**config.mk**
```make
export PLATFORM = sky130hd
export DESIGN_NAME = bus_arbiter_mux
export DESIGN_NICKNAME = d
export VERILOG_FILES = /design/src/rtl/bus_arbiter_mux.sv
export SDC_FILE = /design/constraint.sdc
export NUM_CORES = 1
export LEC_CHECK = 0
export BUFFER_PORTS_ARGS = -buffer_cell sky130_fd_sc_hd__buf_2
export CAP_MARGIN = 10
export CORE_AREA = 5 5 101 103
export DETAILED_ROUTE_END_ITERATION = 16
export DIE_AREA = 0 0 106 108
export PLACE_DENSITY = 0.66
export SYNTH_ARGS = -nofsm -noshare
export SYNTH_HDL_FRONTEND = slang
export SYNTH_SLANG_ARGS = --single-unit
```
**constraint.sdc**
```tcl
create_clock -name clk -period 3.95 [get_ports clk]
set_input_delay 0.1975 -clock clk [delete_from_list [all_inputs] [get_ports clk]]
set_output_delay 0.1975 -clock clk [all_outputs]
set_load 0.01 [all_outputs]
```
**src/rtl/bus_arbiter_mux.sv**
```systemverilog
// Registered common-bus source selector: legacy encoded select or round-robin
// request arbitration with optional lock, per-source ready stalls and a wait timeout.
module bus_arbiter_mux #(
    parameter int DATA_W   = 16,
    parameter int NSRC     = 8,
    parameter int SEL_W    = 3,
    parameter int WAIT_MAX = 15
) (
    input  logic                   clk,
    input  logic                   rst_n,
    input  logic                   mode,
    input  logic [SEL_W-1:0]       sel,
    input  logic [NSRC-1:0]        req,
    input  logic                   lock,
    input  logic [NSRC-1:0]        src_rdy,
    input  logic [NSRC*DATA_W-1:0] src_data,
    input  logic                   err_clr,
    output logic [DATA_W-1:0]      bus_data,
    output logic                   bus_valid,
    output logic [NSRC-1:0]        grant,
    output logic [SEL_W-1:0]       owner,
    output logic                   err_sel,
    output logic                   err_timeout
);

    localparam int CNT_W = $clog2(WAIT_MAX + 1);

    typedef enum logic [1:0] {
        ST_IDLE,
        ST_WAIT,
        ST_XFER
    } state_t;

    state_t             state_q, state_d;
    logic [SEL_W-1:0]   last_q, last_d;
    logic [SEL_W-1:0]   owner_q, owner_d;
    logic [CNT_W-1:0]   cnt_q, cnt_d;
    logic               mode_q;
    logic [DATA_W-1:0]  bus_data_q, bus_data_d;
    logic               bus_valid_q, bus_valid_d;
    logic [NSRC-1:0]    grant_q, grant_d;
    logic               err_sel_q, err_sel_d;
    logic               err_timeout_q, err_timeout_d;

    logic               xfer_en;
    logic [SEL_W-1:0]   xfer_idx;
    logic               set_sel;
    logic               set_timeout;
    logic               do_pick;

    logic [DATA_W-1:0]  src_word [NSRC];
    logic [SEL_W-1:0]   pick_hi, pick_lo, pick_idx;
    logic               found_hi, found_lo, pick_found;

    always_comb begin
        for (int i = 0; i < NSRC; i++) begin
            src_word[i] = src_data[i*DATA_W +: DATA_W];
        end
    end

    // Round robin: lowest requester above last wins, else lowest at or below last.
    // Scanning downward lets the last hit in each half be the lowest index.
    always_comb begin
        pick_hi  = '0;
        pick_lo  = '0;
        found_hi = 1'b0;
        found_lo = 1'b0;
        for (int i = NSRC - 1; i >= 1; i--) begin
            if (req[i]) begin
                if (SEL_W'(i) > last_q) begin
                    pick_hi  = SEL_W'(i);
                    found_hi = 1'b1;
                end else begin
                    pick_lo  = SEL_W'(i);
                    found_lo = 1'b1;
                end
            end
        end
        pick_found = found_hi | found_lo;
        pick_idx   = found_hi ? pick_hi : pick_lo;
    end

    always_comb begin
        // NOTE: every signal gets a default here so no path leaves one unassigned,
        // which would otherwise infer a latch.
        state_d     = state_q;
        last_d      = last_q;
        owner_d     = owner_q;
        cnt_d       = cnt_q;
        xfer_en     = 1'b0;
        xfer_idx    = owner_q;
        set_sel     = 1'b0;
        set_timeout = 1'b0;
        do_pick     = 1'b0;

        if (mode != mode_q) begin
            // Mode switch edge: drop everything, new mode acts from the next edge.
            state_d = ST_IDLE;
            owner_d = '0;
        end else if (!mode) begin
            state_d = ST_IDLE;
            if (sel == '0) begin
                owner_d = '0;
            end else if (int'(sel) >= NSRC) begin
                owner_d = '0;
                set_sel = 1'b1;
            end else begin
                owner_d  = sel;
                xfer_idx = sel;
                xfer_en  = src_rdy[sel];
            end
        end else begin
            unique case (state_q)
                ST_WAIT: begin
                    if (src_rdy[owner_q]) begin
                        xfer_en = 1'b1;
                        state_d = ST_XFER;
                    end else if (!req[owner_q]) begin
                        state_d = ST_IDLE;
                        owner_d = '0;
                    end else if (cnt_q == CNT_W'(WAIT_MAX)) begin
                        set_timeout = 1'b1;
                        state_d     = ST_IDLE;
                        owner_d     = '0;
                    end else begin
                        cnt_d = cnt_q + CNT_W'(1);
                    end
                end
                ST_XFER: begin
                    if (lock && req[owner_q]) begin
                        if (src_rdy[owner_q]) begin
                            xfer_en = 1'b1;
                        end else begin
                            cnt_d   = CNT_W'(1);
                            state_d = ST_WAIT;
                        end
                    end else begin
                        do_pick = 1'b1;
                    end
                end
                default: do_pick = 1'b1;
            endcase

            if (do_pick) begin
                if (pick_found) begin
                    owner_d  = pick_idx;
                    last_d   = pick_idx;
                    xfer_idx = pick_idx;
                    if (src_rdy[pick_idx]) begin
                        xfer_en = 1'b1;
                        state_d = ST_XFER;
                    end else begin
                        cnt_d   = CNT_W'(1);
                        state_d = ST_WAIT;
                    end
                end else begin
                    owner_d = '0;
                    state_d = ST_IDLE;
                end
            end
        end

        // Grant is derived from owner so the two can never disagree.
        grant_d       = (owner_d == '0) ? '0 : ({{(NSRC-1){1'b0}}, 1'b1} << owner_d);
        bus_valid_d   = xfer_en;
        bus_data_d    = xfer_en ? src_word[xfer_idx] : bus_data_q;
        err_sel_d     = set_sel | (err_sel_q & ~err_clr);
        err_timeout_d = set_timeout | (err_timeout_q & ~err_clr);
    end

    always_ff @(posedge clk or negedge rst_n) begin
        if (!rst_n) begin
            state_q       <= ST_IDLE;
            last_q        <= '0;
            owner_q       <= '0;
            cnt_q         <= '0;
            mode_q        <= 1'b0;
            bus_data_q    <= '0;
            bus_valid_q   <= 1'b0;
            grant_q       <= '0;
            err_sel_q     <= 1'b0;
            err_timeout_q <= 1'b0;
        end else begin
            state_q       <= state_d;
            last_q        <= last_d;
            owner_q       <= owner_d;
            cnt_q         <= cnt_d;
            mode_q        <= mode;
            bus_data_q    <= bus_data_d;
            bus_valid_q   <= bus_valid_d;
            grant_q       <= grant_d;
            err_sel_q     <= err_sel_d;
            err_timeout_q <= err_timeout_d;
        end
    end

    assign bus_data    = bus_data_q;
    assign bus_valid   = bus_valid_q;
    assign grant       = grant_q;
    assign owner       = owner_q;
    assign err_sel     = err_sel_q;
    assign err_timeout = err_timeout_q;

endmodule

```
; Word-level counts from Yosys, hierarchy flattened
; Cells that the tools add are included.
[word_totals]
register_bits = 40
in_bits = 152
out_inout_bits = 30
wordCells = 166
[op_classes]
add_sub_neg = 1
n_lt_le_gt_ge = 11
n_eq_ne = 8
n_shift = 1
mux = 122
n_bitwise = 7
n_reduce_logical = 6
[op_table]
columns = operator, count
row1 = two-way mux 3 bit, 43
row2 = two-way mux 1 bit, 49
row3 = binary-select mux 16 bit (select 3 bit), 1
row4 = two-way mux 16 bit, 2
row5 = two-way mux 4 bit, 8
row6 = two-way mux 2 bit, 10
row7 = binary-select mux 1 bit (select 3 bit), 4
row8 = > comparator 3 bit (first input constant), 4
row9 = less-than comparator 3 x 4 -> 1 bit (second input constant), 3
row10 = != test 5 bit (second input constant), 2
row11 = two-way mux 8 bit, 1
row12 = case mux 4 bit (2 select lines), 1
row13 = AND reduction 4 bit, 2
row14 = << shifter 1 x 3 -> 8 bit (first input constant), 1
row15 = != test 7 bit (second input constant), 1
row16 = > comparator 2 x 3 -> 1 bit (first input constant), 2
row17 = logical NOT 3 bit, 2
row18 = != test 5 x 1 -> 1 bit (second input constant), 1
row19 = adder 4 x 1 -> 4 bit (second input constant), 1
row20 = equality test 4 bit (second input constant), 1
row21 = greater-or-equal comparator 4 bit (second input constant), 1
row22 = NOT 3 -> 4 bit, 1
row23 = case mux 1 bit (2 select lines), 2
row24 = case mux 2 bit (2 select lines), 1
row25 = other kinds (9), 12

; Longest topological paths before layout
; Gate-level depths: netlist of run 1.
[logic_depth]
word_depth = 24
ltp_mapped = 13
mapped_depth_nobuf = 10

; Least setup slack after synthesis of run 1
; No wires, ideal clock.
[synth_timing]
path_type = reg2reg
start = register owner_q[0] (netlist: owner[0])
end = register bus_data_q[0] (netlist: bus_data[0])
setup_ns = 0.065
arrival_time_ns = 3.222
path_slack_ns = 0.663
stages_incl_launch_ff = 14
path_buffers = 3
path_cell_list = dfrtp_1 -> buf_6 -> mux4_2 -> mux2_4 -> and3_4 -> a211o_4 -> and3b_1 -> a211o_1 -> buf_6 -> buf_6 -> mux2i_1 -> a22o_1 -> a221oi_1 -> mux2_2
[synth_via]
elab_chain_cells = 14
word_cells_on_any_way = 26
cone_classes = mux: 24 / bitwise: 1 / reduce/logical: 1
[synth_rtl]
columns = element, line_no
row1 = start: declaration, 36  ; logic [SEL_W-1:0] owner_q, owner_d;
row2 = start signal: assignment, 186  ; owner_q <= owner_d;
row3 = binary-select mux 1 bit (select 3 bit), 130  ; if (lock && req[owner_q]) begin
row4 = two-way mux 1 bit (implied by the code), 130
row5 = logical AND 1 bit, 130
row6 = two-way mux 1 bit, 130
row7 = case mux 1 bit (2 select lines), 113  ; unique case (state_q)
row8 = two-way mux 1 bit, 100  ; end else if (!mode) begin
row9 = two-way mux 1 bit, 96  ; if (mode != mode_q) begin
row10 = two-way mux 3 bit, 144  ; if (do_pick) begin
row11 = two-way mux 3 bit, 100
row12 = two-way mux 3 bit, 96
row13 = NOT 3 -> 4 bit (implied by the code), 166  ; bus_data_d = xfer_en ? src_word[xfer_idx] : bus_data_q;
row14 = binary-select mux 16 bit (select 3 bit), 166
row15 = two-way mux 16 bit (implied by the code) (2 in a row), 166
row16 = end signal: assignment, 189  ; bus_data_q <= bus_data_d;
row17 = end: declaration, 39  ; logic [DATA_W-1:0] bus_data_q, bus_data_d;
; Parallel ways exist; a longest one is shown, timed or not. The select of a mux whose other input is x is not followed.
; A chain may end at the register's enable or synchronous reset.

; Worst setup path after layout of run 1
[layout_timing]
start = register owner_q[0] (netlist: owner[0])
end = register bus_data_q[11] (netlist: bus_data[11])
; The elaborated chain is that of the path after synthesis.

==> metrics.txt, run 1 <==
status complete, no violations; Comb pwr share 0.649; largest net degree at the start of global routing 65; CTS sink count 39; initial detailed-routing violation count between 150 and 200; Crit Path Class flip-flop to flip-flop; crit path DAT 3890 ps; synth-to-layout area growth 31.46%; Max Root-Sink Buffers 2; Die Area 11,450 um^2; synthesized cell area 3465 um^2; Cell Int Power between 1.5 and 2 mW; Routed Antenna Nets 0; data required time of the worst path 4180 ps; TritonRoute pass-1 iters 4; VDD IR-drop max 0.3997 mV; vias in the first global route roughly 3,600; Die Wd around 110 um; final slew viol count 0; Worst Setup End Kind flip-flop; DRT Wirelength around 12,000 um; fin nets 706; CTS Buf Count 5; Fill cells between 800 and 900; Hold Buf Count CTS 0; Sequential Power Share 0.232; Pwr Density between 600 and 700 nW/um^2; TritonCTS clock tree built; global-route wire length before repair around 18,000 um; Placer Congestion 0.8577; layout cells sized above 1 0.3993; reg2reg end bus_data[11]; post-synthesis cell type count 54; R2R depth 11; Finished Layout Cells between 600 and 700; Post-synth EDFFs 0; vias per std cell around 5.6; footprint of the multi-input gates around 2300 um^2; r2r setup slk 300 ps; Ports between 150 and 200; Placed Cells about 650; Post-Synthesis Cells approximately 380; wire per inst 17.99 um; total congestion overflow 0; Starting Density 0.3804; asr flop ratio synth 1.000; Mapped Nets between 500 and 600; Max Fanout on Critical Path 64; htree depth 2; initial antenna violation count 1; period utilization 0.9243; top cells by area, synth dfrtp_1, mux2i_1, a22o_1; min cycle time layout 3651 ps; Synth top cells by count mux2i_1, dfrtp_1, nand2_1; Setup Fix Bufs, Post-CTS 0; Area after DPL 4437 um^2; # DRC 0; Clock Skew about 4.5 ps; total number of vias roughly 3,700; post-detail-place hpwl approximately 9300 um; number of synthesized register bits 39; FF-to-FF Start owner[0]; Relative slew margins 0.4096; most common flop cell mapped by yosys dfrtp_1; clock share of power 0.119; Worst Setup Start Kind flip-flop; cts repair resizes 0; yosys warns 0; max-cap violations 0; syn avg cell area around 9.2 um^2; register area share after synthesis 0.2817; Register Area approximately 980 um^2; Synth area leader dfrtp_1; setup total negative slack 0 ps; ant diodes 0; count leader, synth mux2i_1; I/O Buffers between 150 and 200; Net Sw Frac 0.4485; final instance area between 4000 and 5000 um^2; Synth top area share 0.2817; # setup viols final 0; CP Capture Point bus_data[11]; Pleak approximately 2.3 nW; PnR Total Power 2.911 mW; Hold Path Class input pin to async pin; Clock Latency Late Sink ~290 ps; Global Route Usage Sum 0.1916; clock root cell clkbuf_8; Die Y between 100 and 150 um; final hold viol count 0; fmax 0.2739 GHz; Cell Rows 35; RSZ-0062 raised after global routing false; worst slew pin tran roughly 900 ps; Critical Path Source owner[0]; Net Switching around 1.3 mW; Clock Pin Slew Worst Setup and Hold Paths around 70 ps; Core Footprint between 9000 and 10,000 um^2
==> per-layer routing <==
layer,share of wire,vias up,global-route usage
met5,0.0011,-,0
met4,0.0073,2,0.02960
met3,0.062,10,0.05015
met2,0.51,129,0.3292
met1,0.42,1783,0.2481
li1,-,1781,-
==> state kept, by name, indices dropped and copies added, names as in the netlist <==
register     cells
bus_data        16
grant            7
cnt_q            4
last_q           3
owner            3
state_q          2
bus_valid        1
err_sel          1
err_timeout      1
mode_q           1
==> power by group through the flow <==
stage	combinational, mW	sequential [mW]	clock (mW)
6_report	1.89	0.674	0.347
5_1_grt	2.07	0.697	0.374
4_1_cts	1.89	0.675	0.357
3_5_place_dp	1.88	0.683	0
3_3_place_gp	1.84	0.677	0
2_1_floorplan	1.39	0.667	0
==> cells in the final DEF, fill, tap and decap left out, types with 3 or more instances in the layout <==
cell | Yosys | final
mux2_1 | 5 | 5
inv_1 | 17 | 17
a21boi_0 | 3 | 3
a21oi_1 | 21 | 21
nand2_1 | 35 | 35
nor3_1 | 4 | 4
a211oi_1 | 3 | 3
o21ai_1 | 4 | 4
a31oi_1 | 6 | 6
mux2i_1 | 65 | 65
mux4_2 | 5 | 5
ha_1 | 4 | 4
nor2b_1 | 5 | 5
buf_4 | 2 | 6
mux2_2 | 14 | 14
buf_2 | 5 | 180
o21bai_1 | 5 | 5
o21ai_0 | 13 | 13
a221oi_1 | 16 | 16
nor2_1 | 30 | 30
clkbuf_8 | 0 | 6
a22o_1 | 18 | 18
a22oi_1 | 4 | 4
dfrtp_1 | 39 | 39
a21boi_1 | 3 | 3
nand3_1 | 6 | 6
==> worst max-delay path, cell delays in order, from the launching register on <==
cell	delay, ps
dfrtp_1	590
mux4_2	550
mux2_4	310
and3_4	200
a211o_4	300
and3b_1	200
a211o_4	320
buf_12	220
mux2i_1	180
a22o_1	270
a221oi_1	210
mux2_2	190
==> how the worst min path moves through the flow <==
| stage | endpoint | cells after the start |
|---|---|---|
| after global placement | owner[1] | 1 |
| final | owner[1] | 1 |
| after detailed placement | grant[1] | 1 |
| after CTS | cnt_q[3] | 1 |
| after global routing | owner[1] | 1 |
| after floorplan | bus_data[0] | 0 |
==> per-stage QoR <==
stage                     utilization  hold slack (ps)  worst slack (ps)
after floorplan                     -           -98.09             663.0
after global placement         0.4871            379.3             411.5
after detailed placement       0.4871            384.1             318.1
after CTS                      0.5000            60.73             300.6
after global routing           0.5000            86.64             119.8
final                          0.5000            12.78             299.0
==> cell type report <==
type / count / share of cell area
Timing Repair Buffer: 187 / 0.2121
Clock buffer: 6 / 0.01813
Clock inverter: 2 / 0.007692
Tap cell: 111 / 0.03049
Inverter: 17 / 0.01401
Multi-Input combinational cell: 300 / 0.5033
Sequential cell: 39 / 0.2143
==> kinds of logic (layout without fill, tap and decap cells) <==
group | after synthesis | after routing | share of synthesized area
multiplexers | 90 | 90 | 0.2864
AO/OA/AOI/OAI | 114 | 114 | 0.2376
AND/OR/NAND/NOR | 91 | 91 | 0.1195
flip-flops | 39 | 39 | 0.2817
buffers and inverters | 39 | 212 | 0.05922
adder cells (fa/ha/maj) | 4 | 4 | 0.01445
other | 1 | 1 | 0.001082
No activity file was read; power rests on OpenSTA's default activity.
==> run 2, diff against run 1 <==
--- a/config.mk
+++ b/config.mk
@@ -5,7 +5,7 @@
 export SDC_FILE = /design/constraint.sdc
 export NUM_CORES = 1
 export LEC_CHECK = 0
-export BUFFER_PORTS_ARGS = -buffer_cell sky130_fd_sc_hd__buf_2
+export BUFFER_PORTS_ARGS = -buffer_cell sky130_fd_sc_hd__clkbuf_2
 export CAP_MARGIN = 10
 export CORE_AREA = 5 5 101 103
 export DETAILED_ROUTE_END_ITERATION = 16
==> run 2 against run 1 <==
Effect of this change: highest routed layer is now met4; critical endpoint is now bus_data[3]; critical path type unchanged; final cell count grew 0.76%; routed wire length up 0.23%; largest power group unchanged; combinational power barely moved; sequential cell count is the same; utilization up 0.22 points.
==> metrics.txt, run 2 (synthesized netlist as in run 1, its figures left out) <==
status complete, no violations; max-cap violations 0 (unchanged); Pleak 2.392 nW (+2.0%); final instance area 4574 um^2 (+0.44%); vias per std cell 5.561 (-0.64%); Placer Congestion 0.9151 (+6.7%); post-detail-place hpwl 9645 um (+3.4%); TritonRoute pass-1 iters 5 (+1); fin nets 711 (+0.71%); Global Route Usage Sum 0.1959 (+0.004319); Pwr Density 637.8 nW/um^2 (-0.23%); clock root cell clkbuf_8; Crit Path Class flip-flop to flip-flop; crit path DAT 3810 ps (-80 ps); vias in the first global route 3,685 (+2.0%); initial antenna violation count 0 (-1); wire per inst 17.90 um (-0.52%); Core Footprint 9109 um^2 (unchanged); fmax 0.2801 GHz (+2.3%); htree depth 2 (unchanged); worst slew pin tran 1017 ps (+131.0 ps); total congestion overflow 0 (unchanged); data required time of the worst path 4190 ps (about the same); Worst Setup Start Kind flip-flop; I/O Buffers 180 (unchanged); TritonCTS clock tree built; Largest register FFs 16 (unchanged); global-route wire length before repair 18,270 um (+2.3%); final slew viol count 0 (unchanged); Clock Pin Slew Worst Setup and Hold Paths 80 ps (about the same); DRT Wirelength 11,940 um (+0.23%); Die Area 11,450 um^2 (unchanged); min cycle time layout 3571 ps (-80.39 ps); # DRC 0 (unchanged); CTS sink count 39 (unchanged); Die Wd 106 um (unchanged); Max Fanout on Critical Path 33 (-48%); Worst Setup End Kind flip-flop; most frequent cells in the layout clkbuf_2, mux2i_1, dfrtp_1; Die Y 108 um (unchanged); CTS Buf Count 5 (unchanged); Starting Density 0.3804 (unchanged); setup total negative slack 0 ps (unchanged); Ports 182 (unchanged); # setup viols final 0 (unchanged); Final Util 0.5022 (+0.002198); layout cells sized above 1 0.4047 (+0.005402); Hold Path Class input pin to async pin; cts repair resizes 0 (unchanged); Setup Fix Bufs, Post-CTS 0 (unchanged); Routed Antenna Nets 0 (unchanged); Hold Buf Count CTS 0 (unchanged); most common cell after layout, fill and taps aside clkbuf_2; largest net degree at the start of global routing 40 (-38%); total number of vias 3,709 (+0.11%); RSZ-0062 raised after global routing false; period utilization 0.9039 (-0.02035); final hold viol count 0 (unchanged); synth-to-layout area growth 32.03%; Placed Cells 659 (+0.76%); Clock Skew 9.695 ps (+5.229 ps); Relative slew margins 0.3222 (-0.08737); VDD IR-drop max 0.2211 mV (-45%); Clock Latency Late Sink 300 ps (about the same); Cell Rows 35 (unchanged); Finished Layout Cells 667 (+0.76%); Max Root-Sink Buffers 2 (unchanged); ant diodes 0 (unchanged); initial detailed-routing violation count 192 (-0.52%); Area after DPL 4462 um^2 (+0.56%)
## run 2: worst max-delay path: stages, from the launching register on
cell and delay (ps):
dfrtp_1 420, mux4_2 510, mux2_4 310, and3_4 200, a211o_4 300, and3b_1 200
a211o_4 510, buf_4 280, mux2i_1 130, a22o_1 230, a221oi_1 210, mux2_1 170
## run 2: final timing paths
check                                  from           to  slack (ps)  depth (start not counted)
min in group clk                    err_clr      err_sel          90                          2
worst min-delay path                  rst_n     grant[6]          60                          1
max in group asynchronous             rst_n     cnt_q[2]        3260                          1
worst max register to register     owner[0]  bus_data[3]         380                         11
worst min register to register  bus_data[5]  bus_data[5]         500                          1
worst max-delay path               owner[0]  bus_data[3]         380                         11
## run 2: layer usage
layer / vias up / track usage / part of all wire
met1: 1760 / 0.2481 / 0.41
met5: - / 0 / 0
met4: 0 / 0.02313 / 0.0054
met3: 10 / 0.04955 / 0.073
met2: 144 / 0.3484 / 0.51
li1: 1795 / - / -
## run 2: layout make-up
type / count / area, um^2
Timing Repair Buffer: 192 / 991.0
Fill cell: 902 / 4534
Tap cell: 111 / 138.9
Clock inverter: 3 / 43.79
Clock buffer: 5 / 68.82
Inverter: 17 / 63.81
Sequential cell: 39 / 975.9
Multi-Input combinational cell: 300 / 2292
## run 2: stage by stage
step           power [mW]  hold slack, ps  setup slack [ps]
2_1_floorplan       2.055          -98.09             663.0
3_3_place_gp        2.545           382.3             442.2
3_5_place_dp        2.583           395.0             376.6
4_1_cts             2.928           82.60             355.0
5_1_grt             3.157           85.09             159.5
6_report            2.917           55.48             379.4
## run 2: power breakdown
| part | switching (mW) | total (mW) | internal, mW |
|---|---|---|---|
| registers | 0.127 | 0.666 | 0.539 |
| logic | 1.04 | 1.91 | 0.876 |
| clock network | 0.150 | 0.338 | 0.188 |
| total | 1.31 | 2.92 | 1.60 |
==> run 3, diff against run 2 <==
--- a/config.mk
+++ b/config.mk
@@ -11,6 +11,7 @@
 export DETAILED_ROUTE_END_ITERATION = 16
 export DIE_AREA = 0 0 106 108
 export PLACE_DENSITY = 0.66
+export RECOVER_POWER = 25
 export SYNTH_ARGS = -nofsm -noshare
 export SYNTH_HDL_FRONTEND = slang
 export SYNTH_SLANG_ARGS = --single-unit
==> run 3 against run 2 <==
Effect of this change: the flow now finishes with violations (capacitance limit, slew limit); register-to-register slack barely moved; non-clock buffer count did not move; global-route usage did not move; count of clock-buffer cells in the layout did not move; clock skew barely moved; critical endpoint is now bus_data[9].
==> metrics.txt, run 3 (synthesized netlist as in run 1, its figures left out) <==
clock root cell clkbuf_8; CP max stage delay 510 ps (about the same); wire per inst 17.88 um (about the same); Hold EP err_sel; total number of vias 3,721 (+0.32%); Pwr Density 637.8 nW/um^2 (about the same); synth-to-layout area growth 31.96% (about the same); vias per std cell 5.579 (+0.32%); ant diodes 0 (unchanged); crit path DAT 3810 ps (about the same); data required time of the worst path 4190 ps (about the same); Ports 182 (unchanged); Clock Latency Late Sink 300 ps (about the same); Crit Path Class flip-flop to flip-flop; Max Root-Sink Buffers 2 (unchanged); fin nets 711 (unchanged); total congestion overflow 0 (unchanged); final hold viol count 0 (unchanged); vias in the first global route 3,685 (unchanged); Pleak 2.386 nW (-0.25%); fmax 0.2803 GHz (about the same); I/O Buffers 180 (unchanged); Worst Setup End Kind flip-flop; hold_sp err_clr; post-detail-place hpwl 9645 um (unchanged); CTS sink count 39 (unchanged); largest net degree at the start of global routing 40 (unchanged); Fill cells 904 (+0.22%); Routed Antenna Nets 0 (unchanged); Die Wd 106 um (unchanged); # DRC 0 (unchanged); status complete, but fails checks; Register Area 975.9 um^2 (unchanged); Die Y 108 um (unchanged); initial detailed-routing violation count 191 (-0.52%); initial antenna violation count 0 (unchanged); Crit-path slowest cell mux4_2; Worst Setup Start Kind flip-flop; period utilization 0.9033 (about the same); Largest register FFs 16 (unchanged); Hold Buf Count CTS 0 (unchanged); Die Area 11,450 um^2 (unchanged); Clock Skew 9.796 ps (+0.1017 ps); worst path bufs/invs 1 (unchanged); Relative slew margins -0.4522 (-0.7744); worst slew pin tran 2178 ps (+1162 ps); CP top delay family compound AO/OA/AOI/OAI gates; FF-to-FF Start owner[0]; min cycle time layout 3568 ps (-2.593 ps); critical path, cell by cell mux4_2 -> mux2_4 -> and3_4 -> a211o_4 -> and3b_1 -> a211o_4 -> buf_4 -> mux2i_1 -> a22o_1 -> a221oi_1 -> mux2_2; Max Fanout on Critical Path 33 (unchanged); footprint of the multi-input gates 2292 um^2 (unchanged); most common cell after layout, fill and taps aside clkbuf_2; Placer Congestion 0.9151 (unchanged); setup total negative slack 0 ps (unchanged); final slew viol count 40 (+40); failing checks capacitance limit, slew limit; Final Util 0.5019 (about the same); layout cells sized above 1 0.4011 (-0.003597); Clock Pin Slew Worst Setup and Hold Paths 80 ps (about the same); Setup Fix Bufs, Post-CTS 0 (unchanged); Core Footprint 9109 um^2 (unchanged); Global Route Usage Sum 0.1959 (unchanged); hold depth 2; DRT Wirelength 11,930 um (about the same); htree depth 2 (unchanged); cts repair resizes 0 (unchanged); CTS Buf Count 5 (unchanged); max-cap violations 1 (+1); r2r setup slk 380 ps (about the same); Worst path most repeated cell a211o_4; RSZ-0062 raised after global routing false; global-route wire length before repair 18,270 um (unchanged); Starting Density 0.3804 (unchanged); R2R depth 11 (unchanged); reg2reg end bus_data[9]; Hold Path Class input pin to flip-flop; # setup viols final 0 (unchanged); TritonCTS clock tree built; VDD IR-drop max 0.2209 mV (-0.12%); most frequent cells in the layout clkbuf_2, mux2i_1, dfrtp_1; TritonRoute pass-1 iters 5 (unchanged); Cell Rows 35 (unchanged)
run 3: cell counts in the layout (fill, tap and decap cells not counted):
Identical to the previous run, type by type.
run 3: layout make-up:
cell class / instances / share of cell area
Clock inverter: 3 / 0.009579
Sequential cell: 39 / 0.2135
Multi-Input combinational cell: 300 / 0.5014
Inverter: 17 / 0.01396
Tap cell: 111 / 0.03038
Clock buffer: 5 / 0.01505
Timing Repair Buffer: 192 / 0.2162
run 3: where the power goes:
part	switching [mW]	total, mW	internal (mW)	leakage, nW
clock network	0.151	0.339	0.188	0.0581
logic	1.04	1.91	0.875	1.85
registers	0.126	0.665	0.539	0.482
run 3: worst max-delay path by stage:
stage                   endpoint  startpoint  cells past startpoint
detailed placement  bus_data[10]    owner[0]                     11
finish               bus_data[9]    owner[0]                     11
global route        bus_data[13]    owner[0]                     11
floorplan            bus_data[0]    owner[0]                     13
CTS                 bus_data[10]    owner[0]                     11
global placement     bus_data[0]    owner[0]                     10
run 3: metal layers:
layer	vias to the layer above	wire length, um	track usage
met5	-	0	0
met4	0	65	0.02313
met3	10	905	0.04955
met2	156	6051	0.3484
met1	1758	4905	0.2481
li1	1797	-	-
run 3: metrics by stage:
step | instances | cell area, um^2 | hold slack, ps | power [mW] | worst slack [ps]
2_1_floorplan | 378 | 3465 | -98.09 | 2.055 | 663.0
3_3_place_gp | 659 | 4462 | 382.3 | 2.545 | 442.2
3_5_place_dp | 659 | 4462 | 395.0 | 2.583 | 376.6
4_1_cts | 667 | 4574 | 82.60 | 2.928 | 355.0
5_1_grt | 667 | 4572 | 85.09 | 3.157 | 159.5
6_report | 667 | 4572 | 86.35 | 2.916 | 382.0
